===== src/rtl/uart_boot_pkg.sv =====
// Shared types and constants for the UART boot-load controller.
package uart_boot_pkg;
    typedef enum logic [1:0] {
        HDR  = 2'd0,
        DATA = 2'd1,
        DONE = 2'd2,
        ERR  = 2'd3
    } boot_state_e;

    localparam int HDR_BYTES = 4;
    localparam int WORD_W    = 32;
endpackage


===== src/rtl/uart_boot_ctrl_if.sv =====
// Instruction-RAM write port: req held until gnt, transfer on req&gnt.
interface uart_boot_ctrl_if;
    import uart_boot_pkg::*;

    logic              mem_req_o;
    logic              mem_gnt_i;
    logic              mem_we_o;
    logic [3:0]        mem_be_o;
    logic [WORD_W-1:0] mem_addr_o;
    logic [WORD_W-1:0] mem_wdata_o;

    modport master (
        output mem_req_o, mem_we_o, mem_be_o, mem_addr_o, mem_wdata_o,
        input  mem_gnt_i
    );

    modport slave (
        input  mem_req_o, mem_we_o, mem_be_o, mem_addr_o, mem_wdata_o,
        output mem_gnt_i
    );
endinterface


===== src/rtl/uart_rx_sampler.sv =====
// 8N1 receiver: 2-flop synchroniser, mid-bit sampling, one-cycle byte strobe.
module uart_rx_sampler #(
    parameter int CLKS_PER_BIT = 87
) (
    input  logic       clk_i,
    input  logic       rst_i,
    input  logic       uart_rx_i,
    output logic       o_byte_vld,
    output logic [7:0] o_byte,
    output logic       o_frame_err
);
    typedef enum logic [1:0] {S_IDLE, S_START, S_BITS, S_STOP} rx_state_e;

    localparam int            CW   = $clog2(CLKS_PER_BIT);
    localparam logic [CW-1:0] HALF = CW'(CLKS_PER_BIT / 2 - 1);
    localparam logic [CW-1:0] FULL = CW'(CLKS_PER_BIT - 1);

    rx_state_e     r_state, w_state_next;
    logic [1:0]    r_sync;
    logic          r_rx_d;
    logic [CW-1:0] r_cnt;
    logic [2:0]    r_bit;
    logic [7:0]    r_shift;
    logic          r_vld;
    logic          r_ferr;
    logic          w_rx, w_half, w_full;

    assign w_rx   = r_sync[1];
    assign w_half = (r_cnt == HALF);
    assign w_full = (r_cnt == FULL);

    always_ff @(posedge clk_i) begin
        if (rst_i) r_state <= S_IDLE;
        else       r_state <= w_state_next;
    end

    always_comb begin
        w_state_next = r_state;
        case (r_state)
            S_IDLE:  if (!w_rx && r_rx_d) w_state_next = S_START;
            // Start bit must still be low at its centre, otherwise it was a glitch.
            S_START: if (w_half) w_state_next = w_rx ? S_IDLE : S_BITS;
            S_BITS:  if (w_full && r_bit == 3'd7) w_state_next = S_STOP;
            S_STOP:  if (w_full) w_state_next = S_IDLE;
            default: w_state_next = S_IDLE;
        endcase
    end

    always_ff @(posedge clk_i) begin
        if (rst_i) begin
            r_sync  <= 2'b11;
            r_rx_d  <= 1'b1;
            r_cnt   <= '0;
            r_bit   <= '0;
            r_shift <= '0;
            r_vld   <= 1'b0;
            r_ferr  <= 1'b0;
        end else begin
            r_sync <= {r_sync[0], uart_rx_i};
            r_rx_d <= w_rx;
            r_vld  <= 1'b0;
            if (r_state == S_IDLE || w_state_next != r_state || w_full) r_cnt <= '0;
            else                                                        r_cnt <= r_cnt + 1'b1;
            if (r_state == S_BITS && w_full) begin
                r_shift <= {w_rx, r_shift[7:1]};
                r_bit   <= r_bit + 3'd1;
            end
            if (r_state == S_STOP && w_full) begin
                r_vld  <= 1'b1;
                r_ferr <= !w_rx;
            end
        end
    end

    always_comb begin
        o_byte_vld  = r_vld;
        o_byte      = r_shift;
        o_frame_err = r_vld & r_ferr;
    end
endmodule


===== src/rtl/uart_boot_ctrl.sv =====
// Boot loader: reads a word-count header over UART, then writes that many words to RAM.
module uart_boot_ctrl
    import uart_boot_pkg::*;
#(
    parameter int          CLKS_PER_BIT = 87,
    parameter logic [31:0] BASE_ADDR    = 32'h0000_0000,
    parameter int          MAX_WORDS    = 4096
) (
    input  logic                    clk_i,
    input  logic                    rst_i,
    input  logic                    uart_rx_i,
    uart_boot_ctrl_if.master        mem,
    output logic                    core_hold_o,
    output logic                    boot_done_o,
    output logic                    boot_err_o,
    output logic [15:0]             words_o
);
    localparam logic [WORD_W-1:0] MAXW = WORD_W'(MAX_WORDS);

    boot_state_e       r_state, w_state_next;
    logic [1:0]        r_lane;
    logic [WORD_W-1:0] r_asm;
    logic [15:0]       r_n, r_words, r_issued;
    logic              r_req;
    logic [WORD_W-1:0] r_addr, r_wdata;

    logic              w_byte_vld, w_frame_err;
    logic [7:0]        w_byte;
    logic [WORD_W-1:0] w_shifted;
    logic              w_good_byte, w_last_byte, w_word_done, w_xfer, w_overflow, w_final;

    uart_rx_sampler #(.CLKS_PER_BIT(CLKS_PER_BIT)) u_rx (
        .clk_i       (clk_i),
        .rst_i       (rst_i),
        .uart_rx_i   (uart_rx_i),
        .o_byte_vld  (w_byte_vld),
        .o_byte      (w_byte),
        .o_frame_err (w_frame_err)
    );

    // Bytes arrive little-endian, so shifting right leaves byte0 in bits 7:0.
    assign w_shifted   = {w_byte, r_asm[WORD_W-1:8]};
    assign w_good_byte = w_byte_vld && !w_frame_err;
    assign w_last_byte = w_good_byte && (r_lane == 2'(HDR_BYTES - 1));
    // Words beyond the header count are not buffered.
    assign w_word_done = (r_state == DATA) && w_last_byte && (r_issued != r_n);
    assign w_xfer      = r_req && mem.mem_gnt_i;
    assign w_overflow  = w_word_done && r_req && !mem.mem_gnt_i;
    assign w_final     = w_xfer && (r_words + 16'd1 == r_n);

    always_ff @(posedge clk_i) begin
        if (rst_i) r_state <= HDR;
        else       r_state <= w_state_next;
    end

    always_comb begin
        w_state_next = r_state;
        case (r_state)
            HDR: begin
                if (w_byte_vld && w_frame_err) w_state_next = ERR;
                else if (w_last_byte) begin
                    if (w_shifted == '0)       w_state_next = DONE;
                    else if (w_shifted > MAXW) w_state_next = ERR;
                    else                       w_state_next = DATA;
                end
            end
            DATA: begin
                if ((w_byte_vld && w_frame_err) || w_overflow) w_state_next = ERR;
                else if (w_final)                              w_state_next = DONE;
            end
            default: w_state_next = r_state;
        endcase
    end

    always_ff @(posedge clk_i) begin
        if (rst_i) begin
            r_lane   <= '0;
            r_asm    <= '0;
            r_n      <= '0;
            r_words  <= '0;
            r_issued <= '0;
            r_req    <= 1'b0;
            r_addr   <= BASE_ADDR;
            r_wdata  <= '0;
        end else begin
            if (w_good_byte && (r_state == HDR || r_state == DATA)) begin
                r_lane <= r_lane + 2'd1;
                r_asm  <= w_shifted;
            end
            if (r_state == HDR && w_last_byte) r_n <= w_shifted[15:0];
            // A grant in the same cycle as a new word keeps req high with fresh data.
            if (w_state_next == ERR) r_req <= 1'b0;
            else if (w_word_done) begin
                r_req    <= 1'b1;
                r_wdata  <= w_shifted;
                r_issued <= r_issued + 16'd1;
            end else if (w_xfer) r_req <= 1'b0;
            if (w_xfer) begin
                r_words <= r_words + 16'd1;
                r_addr  <= r_addr + 32'd4;
            end
        end
    end

    always_comb begin
        core_hold_o     = (r_state != DONE);
        boot_done_o     = (r_state == DONE);
        boot_err_o      = (r_state == ERR);
        words_o         = r_words;
        mem.mem_req_o   = r_req;
        mem.mem_we_o    = 1'b1;
        mem.mem_be_o    = 4'hF;
        mem.mem_addr_o  = r_addr;
        mem.mem_wdata_o = r_wdata;
    end
endmodule


===== src/flat_wrapper.sv =====
// flat-port wrapper written by rule: the top's interface ports become plain ports
module uart_boot_ctrl_flat import uart_boot_pkg::*;
#(
    parameter int          CLKS_PER_BIT = 87,
    parameter logic [31:0] BASE_ADDR    = 32'h0000_0000,
    parameter int          MAX_WORDS    = 4096
)
  (clk_i, rst_i, uart_rx_i, core_hold_o, boot_done_o, boot_err_o, words_o, mem_mem_req_o, mem_mem_we_o, mem_mem_be_o, mem_mem_addr_o, mem_mem_wdata_o, mem_mem_gnt_i);
  uart_boot_ctrl_if mem_i ();
  input  logic clk_i;
  input  logic rst_i;
  input  logic uart_rx_i;
  output logic core_hold_o;
  output logic boot_done_o;
  output logic boot_err_o;
  output logic [15:0] words_o;
  output wire logic [$bits(mem_i.mem_req_o)-1:0] mem_mem_req_o;
  output wire logic [$bits(mem_i.mem_we_o)-1:0] mem_mem_we_o;
  output wire logic [$bits(mem_i.mem_be_o)-1:0] mem_mem_be_o;
  output wire logic [$bits(mem_i.mem_addr_o)-1:0] mem_mem_addr_o;
  output wire logic [$bits(mem_i.mem_wdata_o)-1:0] mem_mem_wdata_o;
  input wire logic [$bits(mem_i.mem_gnt_i)-1:0] mem_mem_gnt_i;
  assign mem_mem_req_o = mem_i.mem_req_o;
  assign mem_mem_we_o = mem_i.mem_we_o;
  assign mem_mem_be_o = mem_i.mem_be_o;
  assign mem_mem_addr_o = mem_i.mem_addr_o;
  assign mem_mem_wdata_o = mem_i.mem_wdata_o;
  assign mem_i.mem_gnt_i = mem_mem_gnt_i;
  uart_boot_ctrl #(.CLKS_PER_BIT(CLKS_PER_BIT), .BASE_ADDR(BASE_ADDR), .MAX_WORDS(MAX_WORDS)) u_core (.clk_i(clk_i), .rst_i(rst_i), .uart_rx_i(uart_rx_i), .mem(mem_i), .core_hold_o(core_hold_o), .boot_done_o(boot_done_o), .boot_err_o(boot_err_o), .words_o(words_o));
endmodule

===== config.mk =====
export PLATFORM = sky130hd
export DESIGN_NAME = uart_boot_ctrl_flat
export DESIGN_NICKNAME = d
export VERILOG_FILES = /design/src/rtl/uart_boot_pkg.sv /design/src/rtl/uart_boot_ctrl_if.sv /design/src/rtl/uart_rx_sampler.sv /design/src/rtl/uart_boot_ctrl.sv /design/src/flat_wrapper.sv
export SDC_FILE = /design/constraint.sdc
export NUM_CORES = 1
export LEC_CHECK = 0
export CORE_AREA = 2 2 140 142
export CTS_CLUSTER_DIAMETER = 150
export DETAILED_ROUTE_END_ITERATION = 16
export DIE_AREA = 0 0 142 144
export DONT_BUFFER_PORTS = 1
export GPL_TIMING_DRIVEN = 0
export PLACE_DENSITY = 0.64
export SETUP_SLACK_MARGIN = 0.1
export SLEW_MARGIN = 20
export SYNTH_ARGS = -nofsm -noshare
export SYNTH_HDL_FRONTEND = slang
export SYNTH_HIERARCHICAL = 1
export SYNTH_SLANG_ARGS = --single-unit

===== constraint.sdc =====
create_clock -name clk_i -period 3.3 [get_ports clk_i]
set_input_delay 0.99 -clock clk_i [delete_from_list [all_inputs] [get_ports clk_i]]
set_output_delay 0.99 -clock clk_i [all_outputs]
set_load 0.1 [all_outputs]

# After elaboration in Yosys (flattened, before gate mapping)
# Cells that the tools add are included.
# W data, S select, Z words.
[totals]
regBits = 174
input_bits = 4
wordCells = 86
[op_classes]
addsub = 6
magnitude_cmp = 1
eq_ne = 15
mux = 16
bitwise_logic = 2
n_reduce_logical = 29
[op_table]
columns = ["operator", "n"]
rows = [
  ["$add A16 B1 Y16 const B", 2],
  ["$add A32 B3 Y32 const B", 1],
  ["$gt A32 B13 Y1 const B", 1],
  ["$logic_not A32 Y1", 1],
  ["$mux W2", 11],
  ["$eq A16 B16 Y1", 1],
  ["$ne A16 B16 Y1", 1],
  ["$logic_and A1 B1 Y1", 15],
  ["$eq A2 B2 Y1 const B", 6],
  ["$pmux W2 S4", 1],
  ["$add A7 B1 Y7 const B", 1],
  ["$eq A7 B6 Y1 const B", 1],
  ["$eq A7 B7 Y1 const B", 1],
  ["$eq A2 B1 Y1 const B", 2],
  ["$logic_not A2 Y1", 2],
  ["$logic_or A1 B1 Y1", 4],
  ["$pmux W2 S2", 1],
  ["$reduce_or A2 Y1", 2],
  ["$add A3 B1 Y3 const B", 1],
  ["$eq A3 B3 Y1 const B", 1],
  ["$logic_not A1 Y1", 3],
  ["$mux W1", 3],
  ["$add A2 B1 Y2 const B", 1],
  ["$ne A2 B2 Y1", 1],
  ["5 further kinds", 5],
]

# Depth between registers and ports, before layout
[depth]
depth_word = 14
mapped_depth = 11
depth_no_buf = 8

# Modules after synthesis
# The synthesis kept the hierarchy.
[modules_own_cells]
columns = ["module", "n_inst", "cells_per_inst", "area_per_inst_um2", "seq_area_each_um2"]
rows = [
  ["uart_boot_ctrl", 1, 752, 6354.8, 2782.7],
  ["uart_rx_sampler", 1, 116, 1078.5, 500.5],
]

# Worst setup path before layout
# No wires, ideal clock.
[synth_path]
kind = "reg2out"
start = "reg u_core.r_state[0]"
end = "out boot_done_o"
arrival_ps = 2101
required_time_ps = 2310
setup_slack_ps = 209
path_stages_with_launch = 4
n_path_buf = 1
cell_sequence = "dfxtp_1 > clkbuf_1 > nand2b_1 > inv_1"
[synth_via]
elab_chain_cells = 1
[synth_rtl]
columns = ["element", "line_no", "source"]
rows = [
  ["from (decl)", "uart_boot_ctrl.sv:20", "boot_state_e r_state, w_state_next;"],
  ["from (signal assigned)", "uart_boot_ctrl.sv:53", "else r_state <= w_state_next;"],
  ["$eq A2 B2 Y1", "uart_boot_ctrl.sv:107", "boot_done_o = (r_state == DONE);"],
  ["to (decl)", "flat_wrapper.sv:14", "output logic boot_done_o;"],
]
# No other way between the ends.

# Worst setup path in the final report
# Ends and elaborated chain as after synthesis.

==> impl_metrics.yaml <==
sta:
  timing.hold.ws_ns: 0.409
  post-route-period-util: 0.921
  drv_slew: 0
  tns_ns: 0
  fmax_ghz: 0.329
  rsz0062_at_grt: "false"
  setup_ws_ns: 0.261
  finalHoldViolations: 0
  finalCriticalPeriod_ns: 3.04
  worst_slew_pin_slew_ns: 1.13
  finalClockSkew_ns: 0.00829
  relSlewSlack: 0.245
  setup_viol: 0
placed_design:
  place_congestion: 0.843
  portBuffers: 0
  dp_hpwl_microns: 12900
  placed_cells: 1111
  place_ws_ns: -0.335
  dpl_cell_area_sq_um: 7750
clock_network:
  clk_latency_ns: 0.43
  cts_buffers: 17
  tritoncts: "yes"
  post_cts_buffers: 0
  cts_sinks: 164
  root_buffer: "clkbuf_16"
  clk_pin_slew_ns: 0.06
  max-clock-path-buffers: 2
  h-tree-depth: 4
finish:
  nNetsFinal: 904
  antenna_cells: 0
  layout.cells.non_filler: 1143
  final_core_util: 0.441
  area_delta_synth_final_pct: 13.2
  fill_cells: 1869
  drive_above_1_share: 0.106
  fin_area_sq_um: 8410
drt:
  via_per_inst: 5.29
  route.detailed.drc: 0
  num_vias: 6048
  dr.first_iter.drc_count: 346
  wl_per_cell_microns: 15.6
  ant_nets: 0
  wl_microns: 17800
  dr.pass1.iters: 5
grt:
  track_usage: 0.178
  grt_pass1_wl_microns: 28800
  grt_max_degree: 17
  antenna_found_initial: 0
  grt_pass1_vias: 5557
  gr-total-overflow: 0
pwr:
  power.total_mw: 4.08
  irDropWorstVdd_uv: 357
  p_leak_nw: 2.96
  p_per_area_nw_per_um2: 485
run:
  drv_cap: 0
hold_path:
  worst_hold_startpoint: "u_core/u_rx/r_sync[0]"
  hp-class: "flip-flop to flip-flop"
setup_path:
  cpLargestDelayFamily: "buffers and inverters"
  critical_path.max_stage_delay_ns: 0.52
  cp.required_ns: 2.31
  critPathMaxFanout: 10
  crit_start: "u_core/r_state[0]"
  startpoint_type: "flip-flop"
  cp_data_arrival_time_ns: 2.05
  worst-path-buf-inv: 2
  endpoint_kind: "output port"
  r2r-start: "u_core/words_o[8]"
  crit_type: "flip-flop to output port"
  slowest_stage: "clkinvlp_4"
  path_cells: "clkbuf_1 > nand2b_4 > clkinvlp_4"
floorplan:
  die_y_microns: 144
  die_area_sq_um: 20400
  num_rows: 51
  core_sq_um: 19100
  ioPinCount: 93
  die_w_microns: 142
  initial_utilization: 0.390
synth:
  synth-seq-cells: 164
  synthTopCellsByArea: "dfxtp_1 (44%), xor2_1 (6.1%), nand2_1 (6.0%)"
  async_flop_share: 0
  ys_top_cells_by_count: "dfxtp_1 (164), nand2_1 (118), nor2_1 (93)"
  yosysMostFrequentCell: "dfxtp_1"
  avgSynthCellArea_sq_um: 8.56
  yosysTopAreaCell: "dfxtp_1"
  yosysSeqAreaShare: 0.442
  synth_area_sq_um: 7430
  synthDistinctLibCells: 63
  synth-edff-count: 0
  ys.warnings.count: 6
  synth_ff_type: "dfxtp_1"
  synth_top_area_frac: 0.442
  synth_cells: 868
outcome:
  outcome: "finished, final reports clean"
kinds of logic after synthesis:
kind of cell,share of synthesized area
xor gates and xnor gates,0.0943
buffers and inverters,0.0391
and+or+nand+nor,0.251
other,0.00101
DFF,0.442
AOI/OAI and AO/OA,0.106
muxes,0.0535
adders and majority gates,0.0135
repair_timing:
item | in CTS | in global routing
gates resized for setup | 18 | 10
setup endpoints to repair | 7 | 5
hold buffers | 0 | 0
final timing paths:
check                          end  slack, ns  depth (start not counted)
max                    boot_done_o       0.26                          3
min          u_core/u_rx/r_sync[1]       0.41                          1
max reg2reg      u_core/r_state[1]       0.33                          7
min reg2reg  u_core/u_rx/r_sync[1]       0.41                          1
flip-flops by register name, indices dropped and copies added (netlist names), 3 cells and up:
register	count
u_core/mem.mem_addr_o	30
u_core/mem.mem_wdata_o	32
u_core/r_asm	24
u_core/r_issued	16
u_core/r_n	16
u_core/u_rx/o_byte	8
u_core/u_rx/r_bit	3
u_core/u_rx/r_cnt	7
u_core/words_o	16
layout make-up:
type	count	area [sq um]	share of cell area
Inverter	11	45.0	0.00535
Clock inverter	14	170	0.0202
Buffer	51	249	0.0296
Sequential cell	164	3310	0.394
Tap cell	238	298	0.0354
Clock buffer	18	429	0.0510
Multi-Input combinational cell	647	3910	0.465
layout by cell type, fill, tap and decap left out, types with 19 or more instances in the layout:
master,n
nand2_1,118
a21oi_1,74
xnor2_1,28
clkbuf_1,33
o21ai_0,30
mux2i_1,33
nand4_1,28
nor2_1,92
xor2_1,52
dfxtp_1,144
nand3_1,36
dfxtp_2,19
where the power goes:
group	internal, mW	total (mW)	leakage, nW	switching [mW]
Combinational	0.0142	0.0923	1.34	0.0781
Sequential	1.98	1.98	1.33	0.00268
Clock	1.14	2.01	0.290	0.864
per-layer routing:
metal / GRT usage / vias to the layer above / wire (microns)
li1: - / 3042 / -
met2: 0.278 / 162 / 8130
met3: 0.0507 / 21 / 1130
met4: 0.0600 / 0 / 254
met5: 0 / - / 0
met1: 0.237 / 2823 / 8330
(Power assumes the default switching activity.)
